==> config.mk <==
export PLATFORM = sky130hd
export DESIGN_NAME = uart_transmitter_controller_flat
export DESIGN_NICKNAME = d
export VERILOG_FILES = /design/src/rtl/uart_pkg.sv /design/src/rtl/uart_transmitter_controller_if.sv /design/src/rtl/uart_baud_counter.sv /design/src/rtl/uart_transmitter_controller.sv /design/src/flat_wrapper.sv
export SDC_FILE = /design/constraint.sdc
export NUM_CORES = 1
export LEC_CHECK = 0
export BUFFER_PORTS_ARGS = -buffer_cell sky130_fd_sc_hd__clkbuf_2
export CAP_MARGIN = 20
export CORE_ASPECT_RATIO = 1.5
export CORE_MARGIN = 1.5
export CORE_UTILIZATION = 45
export CTS_CLUSTER_SIZE = 24
export DETAILED_ROUTE_END_ITERATION = 10
export MAX_ROUTING_LAYER = met4
export PLACE_DENSITY_LB_ADDON = 0.12
export SLEW_MARGIN = 10
export SYNTH_ARGS = -nofsm -noshare
export SYNTH_HDL_FRONTEND = slang
export SYNTH_SLANG_ARGS = --single-unit
==> constraint.sdc <==
create_clock -name clk -period 2.15 [get_ports clk]
set_input_delay 0 -clock clk [delete_from_list [all_inputs] [get_ports clk]]
set_output_delay 0 -clock clk [all_outputs]
set_load 0.005 [all_outputs]
==> src/rtl/uart_pkg.sv <==
// Shared UART definitions used by both the transmitter and the receiver
// controllers: default bit timing, data width and the transmit state set.
package uart_pkg;

    // 100 MHz system clock / 115200 baud
    localparam int CLKS_PER_BIT_DEFAULT = 868;

    // 8N1 framing: data payload width
    localparam int DATA_BITS = 8;

    typedef enum logic [1:0] {
        IDLE  = 2'd0,
        START = 2'd1,
        DATA  = 2'd2,
        STOP  = 2'd3
    } tx_state_e;

endpackage

==> src/rtl/uart_transmitter_controller_if.sv <==
// Byte-source handshake between a first-word-fall-through FIFO (master)
// and the UART transmitter (slave). din is valid whenever empty is low;
// the source pops its head entry on a rising edge where re is high.
interface uart_transmitter_controller_if;

    logic [uart_pkg::DATA_BITS-1:0] din;
    logic                           empty;
    logic                           re;

    modport master (
        output din,
        output empty,
        input  re
    );

    modport slave (
        input  din,
        input  empty,
        output re
    );

endinterface

==> src/rtl/uart_baud_counter.sv <==
// Bit-period timer. Counts 0..CLKS_PER_BIT-1 and wraps; tick marks the
// last cycle of every bit period. clear holds the count at zero so the
// first bit after leaving idle gets a full period.
module uart_baud_counter #(
    parameter int CLKS_PER_BIT = 868
) (
    input  logic clk,
    input  logic rst,
    input  logic clear,
    output logic tick
);

    localparam int CNT_W = $clog2(CLKS_PER_BIT);
    localparam logic [CNT_W-1:0] CNT_LAST = CNT_W'(CLKS_PER_BIT - 1);

    logic [CNT_W-1:0] cnt_reg;

    // Free-running bit timer, restarted by clear and wrapped at the bit boundary
    always_ff @(posedge clk or posedge rst) begin
        if (rst) begin
            cnt_reg <= '0;
        end else if (clear || (cnt_reg == CNT_LAST)) begin
            cnt_reg <= '0;
        end else begin
            cnt_reg <= cnt_reg + CNT_W'(1);
        end
    end

    assign tick = ~clear & (cnt_reg == CNT_LAST);

endmodule

==> src/rtl/uart_transmitter_controller.sv <==
// 8N1 UART transmitter. Pulls bytes from a FWFT byte source and shifts
// them out LSB first behind a start bit and ahead of a stop bit. The TX
// line is driven straight from a flop so it never glitches; a new byte
// is accepted only from IDLE, which leaves exactly one idle cycle
// between back-to-back frames.
module uart_transmitter_controller
    import uart_pkg::*;
#(
    parameter int CLKS_PER_BIT = CLKS_PER_BIT_DEFAULT
) (
    input  logic                          clk,
    input  logic                          rst,
    uart_transmitter_controller_if.slave  src,
    output logic                          dout
);

    localparam int IDX_W = $clog2(DATA_BITS);
    localparam logic [IDX_W-1:0] IDX_LAST = IDX_W'(DATA_BITS - 1);

    tx_state_e              state_reg, state_next;
    logic [DATA_BITS-1:0]   shift_reg, shift_next;
    logic [IDX_W-1:0]       bit_idx_reg, bit_idx_next;
    logic                   dout_reg, dout_next;
    logic                   re_next;
    logic                   baud_clear;
    logic                   baud_tick;

    // The bit timer is parked at zero while idle so START gets a full period
    assign baud_clear = (state_reg == IDLE);

    uart_baud_counter #(
        .CLKS_PER_BIT (CLKS_PER_BIT)
    ) u_baud (
        .clk   (clk),
        .rst   (rst),
        .clear (baud_clear),
        .tick  (baud_tick)
    );

    // State, shift register, bit index and line register
    always_ff @(posedge clk or posedge rst) begin
        if (rst) begin
            state_reg   <= IDLE;
            shift_reg   <= '0;
            bit_idx_reg <= '0;
            dout_reg    <= 1'b1;
        end else begin
            state_reg   <= state_next;
            shift_reg   <= shift_next;
            bit_idx_reg <= bit_idx_next;
            dout_reg    <= dout_next;
        end
    end

    // Next-state logic; dout_next is the line level for the coming cycle
    always_comb begin
        state_next   = state_reg;
        shift_next   = shift_reg;
        bit_idx_next = bit_idx_reg;
        dout_next    = dout_reg;
        re_next      = 1'b0;

        case (state_reg)
            IDLE: begin
                dout_next = 1'b1;
                // Held off while reset is asserted so the source never pops a byte we drop
                if (!src.empty && !rst) begin
                    re_next    = 1'b1;
                    shift_next = src.din;
                    state_next = START;
                    dout_next  = 1'b0;
                end
            end

            START: begin
                if (baud_tick) begin
                    state_next   = DATA;
                    bit_idx_next = '0;
                    dout_next    = shift_reg[0];
                end
            end

            DATA: begin
                if (baud_tick) begin
                    shift_next = {1'b0, shift_reg[DATA_BITS-1:1]};
                    if (bit_idx_reg == IDX_LAST) begin
                        state_next = STOP;
                        dout_next  = 1'b1;
                    end else begin
                        bit_idx_next = bit_idx_reg + IDX_W'(1);
                        dout_next    = shift_reg[1];
                    end
                end
            end

            STOP: begin
                dout_next = 1'b1;
                if (baud_tick) begin
                    state_next = IDLE;
                end
            end

            default: begin
                state_next = IDLE;
                dout_next  = 1'b1;
            end
        endcase
    end

    assign src.re = re_next;
    assign dout   = dout_reg;

endmodule

==> src/flat_wrapper.sv <==
// flat-port wrapper written by rule: the top's interface ports become plain ports
module uart_transmitter_controller_flat import uart_pkg::*;
#(
    parameter int CLKS_PER_BIT = CLKS_PER_BIT_DEFAULT
)
  (clk, rst, dout, src_din, src_empty, src_re);
  uart_transmitter_controller_if src_i ();
  input  logic clk;
  input  logic rst;
  output logic dout;
  input wire logic [$bits(src_i.din)-1:0] src_din;
  input wire logic [$bits(src_i.empty)-1:0] src_empty;
  output wire logic [$bits(src_i.re)-1:0] src_re;
  assign src_i.din = src_din;
  assign src_i.empty = src_empty;
  assign src_re = src_i.re;
  uart_transmitter_controller #(.CLKS_PER_BIT(CLKS_PER_BIT)) u_core (.clk(clk), .rst(rst), .src(src_i), .dout(dout));
endmodule
==> out/results.tsv, run 1 <==
metric	value	unit
synthTopCellsByArea	dfrtp_1, mux2_2, ha_1	
path_class	reg -> reg	
wl_met2	1280	um
synth-edff-count	0	
clk_latency	270	ps
grt_pass1_wl	4130	um
vias	914	
clkPwrFrac	45.1	%
critPathMaxFanout	5	
wl_per_cell	13.5	um
grt_pass1_vias	955	
vdd.ir_drop.worst	0.356	mV
root_buffer	clkbuf_8	
finClkSkew	4.13	ps
finalCritPeriodShare	87.7	%
finalHoldViolations	0	
muxShareOfSynthArea	15.3	%
synth-simple-area-share	16.9	%
tightest_slew	465	ps
cp-start-kind	flop	
fin_util	56.3	%
syn-cell-area	1330	sq um
htreeDepth	1	
syn-num-nets	138	
seq_area_frac_synth	45.4	%
cp_cell_sequence	ha_1 -> and4bb_1 -> nand4b_1 -> o21ai_1 -> mux2_2	
wirelength	2340	um
dpl_cell_area	1430	sq um
synth_compound_area_share	8.12	%
relSlewSlack	69.0	%
diodes	0	
wl_met1	967	um
crit_slowest_cell	dfrtp_1	
worstPathArrival	2040	ps
drc	0	
end_kind	flop	
min_path_type	in -> reg	
rsz0062_at_grt	false	
path_delay_family	simple AND/OR/NAND/NOR gates	
critPathBufInv	0	
p_leak	0.741	nW
gr-usage-all-layers	17.1	%
row_count	23	
antenna_found_initial	0	
pwr-share-comb	3.6	%
dr.first_iter.drc_count	24	
fin_cells	174	
synth_top_family_by_area	simple AND/OR/NAND/NOR gates	
fmax	0.530	GHz
syn_inst	120	
cap_violations	0	
gp_congestion	0.846	
p_sw_share	18.4	%
numPortBuffers	12	
design.core.area	2730	sq um
die_h	69.5	um
ant_nets	0	
slew_viol_final	0	
via_per_inst	5.25	
initial_utilization	48.5	%
async_flop_share	100	%
synth_common_cells	dfrtp_1, mux2_2, nor2_1	
dp_hpwl	1790	um
die_area	3290	sq um
largest_reg_flops	10	
synthAdderAreaFrac	6.61	%
drive_gt1_share	29.9	%
ys_types	37	
p_int	0.717	mW
area_growth_syn_to_layout	16.1	%
dp.cells	168	
finalNetCount	156	
synth_flop_cell	dfrtp_1	
setup_viol	0	
synthDominantCellAreaShare	43.4	%
gr-total-overflow	0	
top_layer	met4	
synth_xor_xnor_area_share	5.29	%
cts_resized	0	
firstDrtPassIters	4	
clock_sinks	24	
yosysMostFrequentCell	dfrtp_1	
status	complete, no violations	
io_pins	13	
yosysTopAreaCell	dfrtp_1	
die_w	47.3	um
synth_seq_cells	24	
cts_buffers	3	
yosysWarnings	0	
stdcell_area	1540	sq um
cp.required	2310	ps
min_period	1890	ps
p_switching	0.162	mW
route.met3.wl	61	um
fin_tns_setup	0	ps
synth_area_per_cell	11.0	sq um
cts_max_path_buffers	2	
max_stage_delay	400	ps
cts_tree	yes	
pwr_density_cell	572	nW/um^2
pwr-share-seq	51.3	%
clkTransAtPathRegs	80	ps
grt_max_degree	25	
## power groups by stage
stage	clock network (mW)	registers [mW]	logic, mW
6_report	0.397	0.451	0.0318
4_1_cts	0.408	0.451	0.0269
3_3_place_gp	0	0.460	0.0249
5_1_grt	0.421	0.451	0.0366
3_5_place_dp	0	0.460	0.0254
2_1_floorplan	0	0.460	0.0126
## final timing paths
kind / startpoint / to / slack (ps) / depth (start not counted)
min in group asynchronous: rst / u_core.state_reg[0] / 260 / 3
max: u_core.u_baud.cnt_reg[0] / u_core.state_reg[1] / 260 / 5
max in group asynchronous: rst / u_core.u_baud.cnt_reg[2] / 1490 / 4
min: src_din[7] / u_core.shift_reg[7] / 60 / 3
max reg2reg: u_core.u_baud.cnt_reg[0] / u_core.state_reg[1] / 260 / 5
min reg2reg: u_core.shift_reg[7] / u_core.shift_reg[7] / 490 / 1
## metrics by stage
step	power (mW)	hold slack [ps]	setup WS, ps
floorplan	0.473	13.9	362
global placement	0.485	258	289
detailed placement	0.485	277	285
CTS	0.886	59.9	259
global route	0.909	64.9	79.8
finish	0.880	62.3	264
## layer usage
layer	vias to the layer above	global-route usage, %
met5	-	-
met4	0	6.79
met3	4	3.13
met2	14	28.4
met1	440	19.2
li1	456	-
## worst register-to-register path, cell delays in order (launching register included)
cell	delay (ps)
dfrtp_1	400
ha_1	210
and4bb_1	250
nand4b_1	270
o21ai_1	290
mux2_2	360
## cells in the final DEF (no fill, tap or decap), types with 3 or more instances in the layout
cell | netlist | layout
dfrtp_1 | 23 | 23
mux2_2 | 16 | 16
nor2_1 | 13 | 13
clkbuf_2 | 0 | 12
nand2_1 | 8 | 8
ha_1 | 7 | 7
inv_1 | 6 | 6
xnor2_1 | 5 | 5
o21ai_0 | 4 | 4
xor2_1 | 3 | 3
nand3_1 | 3 | 3
nor3_1 | 3 | 3
clkbuf_8 | 0 | 3
## cell type report
| type | instances | area (sq um) |
|---|---|---|
| tap | 37 | 46.3 |
| multi-input combinational | 88 | 692 |
| sequential | 24 | 602 |
| clock inverter | 1 | 30.0 |
| inverter | 6 | 22.5 |
| timing repair buffer | 15 | 105 |
| clock buffer | 3 | 41.3 |
| fill | 253 | 1190 |
## what timing repair did
item / 4_1_cts / 5_1_grt
endpoints found under the hold margin: 23 / 0
buffers inserted: 0 / 0
hold buffers: 1 / 0
## cell families after synthesis
logic type	after synthesis
AOI/OAI and AO/OA	15
muxes	17
DFF	24
adders and majority gates	7
xor gates and xnor gates	8
and+or+nand+nor	41
buffers and inverters	8
Power figures use the tool's default switching activity.
==> run 2: changes to the inputs <==
BUFFER_PORTS_ARGS = not set   (was -buffer_cell sky130_fd_sc_hd__clkbuf_2)
CTS_CLUSTER_DIAMETER = 120   (was not set)
DONT_BUFFER_PORTS = 1   (was not set)
PLACE_DENSITY = 0.6   (was not set)
PLACE_DENSITY_LB_ADDON = not set   (was 0.12)
==> out/results.tsv, run 2 (synthesis results as in run 1) <==
metric	value	unit
status	complete, no violations	
cap_violations	0	
final_common_cell	dfrtp_1	
pwr-share-comb	2.3	%
numPortBuffers	0	
die_area	3290	sq um
dr.first_iter.drc_count	12	
cts_tree	yes	
critPathMaxFanout	11	
p_leak	0.679	nW
clkTransAtPathRegs	80	ps
antenna_found_initial	0	
end_kind	flop	
worstPathArrival	2070	ps
via_per_inst	5.47	
diodes	0	
cp-start-kind	flop	
wl_per_cell	14.1	um
total_power	0.769	mW
p_sw_share	19.2	%
largest_reg_flops	10	
clk_latency	260	ps
postCtsSetupBuffers	0	
slew_viol_final	0	
rsz0062_at_grt	false	
dpl_cell_area	1380	sq um
setup_viol	0	
p_switching	0.147	mW
design.core.area	2730	sq um
cp.required	2300	ps
wirelength	2290	um
drive_gt1_share	23.0	%
gr-usage-all-layers	17.1	%
row_count	23	
min_path_type	in -> reg	
finalNetCount	145	
dp_hpwl	1740	um
grt_max_degree	25	
drc	0	
fin_tns_setup	0	ps
vdd.ir_drop.worst	0.395	mV
relSlewSlack	38.2	%
cts_resized	0	
gr-total-overflow	0	
grt_pass1_vias	984	
clkPwrFrac	39.0	%
area_growth_syn_to_layout	9.63	%
cts_max_path_buffers	2	
holdWs	6.45	ps
die_h	69.5	um
finalHoldViolations	0	
tightest_slew	925	ps
cts_hold_buf	2	
vias	892	
die_w	47.3	um
min_period	1920	ps
fmax	0.520	GHz
initial_utilization	48.5	%
htreeDepth	1	
layout_common_cells	dfrtp_1, mux2_2, nor2_1	
finalCritPeriodShare	89.4	%
path_class	reg -> reg	
cts_buffers	3	
p_int	0.622	mW
grt_pass1_wl	4120	um
pwr_density_cell	529	nW/um^2
gp_congestion	0.801	
stdcell_area	1450	sq um
finClkSkew	5.55	ps
pwr-share-seq	58.7	%
ant_nets	0	
firstDrtPassIters	4	
clock_sinks	24	
root_buffer	clkbuf_8	
io_pins	13	
## run 2: metrics by stage
step	utilization [%]	instances	worst slack (ps)
finish	53.1	163	228
global route	53.1	163	132
global placement	50.4	157	282
floorplan	-	120	362
CTS	53.1	163	216
detailed placement	50.4	157	228
## run 2: critical path, cell delays in order, from the launching register on
cell     delay (ps)
dfrtp_1         430
inv_1           110
ha_1            450
mux2i_4         450
mux2_2          370
## run 2: worst paths after layout
kind | to | slack (ps) | cells past startpoint | from
max | u_core.shift_reg[5] | 230 | 4 | u_core.state_reg[0]
min | u_core.shift_reg[3] | 6 | 2 | src_din[3]
max reg2reg | u_core.shift_reg[5] | 230 | 4 | u_core.state_reg[0]
min reg2reg | u_core.shift_reg[7] | 490 | 1 | u_core.shift_reg[7]
max in group asynchronous | u_core.u_baud.cnt_reg[6] | 1190 | 2 | rst
min in group asynchronous | u_core.shift_reg[0] | 390 | 2 | rst
## run 2: metal layers
layer	track usage (%)	part of all wire, %	wire length (um)
met1	19.1	41	929
met2	29.0	55	1270
met3	2.86	3.0	69
met4	5.56	1.2	27
met5	-	0	0
## run 2: power groups by stage
stage | clock, mW | combinational [mW] | sequential, mW
2_1_floorplan | 0 | 0.0126 | 0.460
3_3_place_gp | 0 | 0.0153 | 0.460
3_5_place_dp | 0 | 0.0159 | 0.460
4_1_cts | 0.316 | 0.0188 | 0.451
5_1_grt | 0.335 | 0.0209 | 0.451
6_report | 0.300 | 0.0177 | 0.451
## run 2: layout make-up
| class | instances | area (sq um) |
|---|---|---|
| multi-input combinational | 88 | 692 |
| clock buffer | 4 | 55.1 |
| tap | 37 | 46.3 |
| sequential | 24 | 602 |
| timing repair buffer | 4 | 35.0 |
| fill | 257 | 1280 |
| inverter | 6 | 22.5 |
==> run 3: changes to the inputs <==
CORE_MARGIN = 2   (was 1.5)
CORE_UTILIZATION = 40   (was 45)
PLACE_DENSITY = 0.54   (was 0.6)
==> out/results.tsv, run 3 (synthesis results as in run 1) <==
metric	value	unit
via_per_inst	5.32	
p_switching	0.162	mW
status	complete, no violations	
multi_input_area	692	sq um
dp.cells	160	
finalCritPeriodShare	88.5	%
dpl_cell_area	1380	sq um
pwr-share-seq	51.4	%
layout_common_cells	dfrtp_1, mux2_2, nor2_1	
critPathMaxFanout	10	
largest_reg_flops	10	
reg2regPathDepth	6	
grt_pass1_wl	4160	um
antenna_found_initial	0	
reg2reg_from	u_core.state_reg[0]	
fmax	0.525	GHz
die_w	51.0	um
finalHoldViolations	0	
top_layer	met4	
root_buffer	clkbuf_8	
final_common_cell	dfrtp_1	
io_pins	13	
row_count	25	
numPortBuffers	0	
cts_max_path_buffers	2	
wirelength	2410	um
slew_viol_final	0	
tightest_slew	888	ps
cts_buffers	3	
gr-usage-all-layers	15.1	%
path_class	reg -> reg	
die_area	3800	sq um
cap_violations	0	
firstDrtPassIters	4	
vdd.ir_drop.worst	0.324	mV
pwr_density_cell	569	nW/um^2
cts_hold_buf	9	
p_leak	0.716	nW
clkTransAtPathRegs	90	ps
pwr-share-comb	3.1	%
finalNetCount	152	
grt_max_degree	25	
cts_tree	yes	
htreeDepth	1	
cp.required	2310	ps
total_power	0.878	mW
grt_pass1_vias	938	
wl_met1	1000	um
fin_tns_setup	0	ps
clk_latency	270	ps
rsz0062_at_grt	false	
regArea	602	sq um
dr.first_iter.drc_count	9	
r2r_slack	250	ps
endpoint	u_core.state_reg[1]	
min_path_type	in -> reg	
route.met3.wl	62	um
min_period	1900	ps
ant_nets	0	
design.core.area	3160	sq um
vias	920	
drive_gt1_share	21.8	%
relSlewSlack	40.7	%
p_int	0.716	mW
holdCritStartpoint	src_empty	
p_sw_share	18.4	%
wl_met2	1310	um
cts_resized	0	
end_kind	flop	
dp_hpwl	1820	um
crit_path_start	u_core.state_reg[0]	
area_growth_syn_to_layout	16.4	%
finClkSkew	3.75	ps
diodes	0	
clkPwrFrac	45.5	%
setup_viol	0	
worstPathArrival	2060	ps
die_h	74.5	um
postCtsSetupBuffers	0	
gr-total-overflow	0	
drc	0	
gp_congestion	0.744	
cp-start-kind	flop	
fin_cells	173	
stdcell_area	1540	sq um
clock_sinks	24	
r2r_end	u_core.state_reg[1]	
initial_utilization	41.9	%
wl_per_cell	13.9	um
n_fill_cell	289	
[run 3: changes by cell type in the layout (fill, tap and decap cells not counted)]
cell	previous run	this run
dlygate4sd3_1	2	9
bufinv_16	0	1
clkbuf_8	4	3
[run 3: metrics by stage]
step | hold WS (ps) | util (%) | worst slack (ps)
after global routing | 102 | 48.8 | 94.9
final | 64.5 | 48.8 | 247
after detailed placement | 149 | 43.7 | 233
after global placement | 139 | 43.7 | 251
after CTS | 59.9 | 48.8 | 209
after floorplan | 13.9 | - | 362
[run 3: worst min-delay path by stage]
stage                                       end  slack (ps)  cells past startpoint
after floorplan           u_core.bit_idx_reg[0]          10                      1
after global placement      u_core.shift_reg[0]         140                      1
after detailed placement    u_core.state_reg[1]         150                      1
after CTS                   u_core.state_reg[0]          60                      4
after global routing        u_core.state_reg[0]         100                      4
final                       u_core.state_reg[0]          60                      4
[run 3: final cells by class]
cell class,count,area share [%]
multi-input cells,88,44.8
clock inverters,1,1.95
repair buffers,11,6.81
flip-flops and latches,24,39.0
inverters,6,1.46
well taps,40,3.24
clock buffers,3,2.68
[run 3: power groups by stage]
stage,Sequential [mW],Combinational (mW),Clock [mW]
6_report,0.451,0.0272,0.399
5_1_grt,0.451,0.0314,0.421
4_1_cts,0.451,0.0283,0.414
3_5_place_dp,0.460,0.0159,0
3_3_place_gp,0.460,0.0157,0
2_1_floorplan,0.460,0.0126,0
[run 3: per-layer routing]
layer | up-vias | track usage, %
met5 | - | -
met4 | 0 | 7.21
met3 | 4 | 2.61
met2 | 11 | 26.6
met1 | 460 | 16.4
li1 | 445 | -
[run 3: worst max-delay path: stages, from the launching register on]
cell and delay, ps:
dfrtp_1 420, inv_1 90, ha_1 420, buf_4 250, nor2b_1 210, o21ai_1 110, mux2_2 280
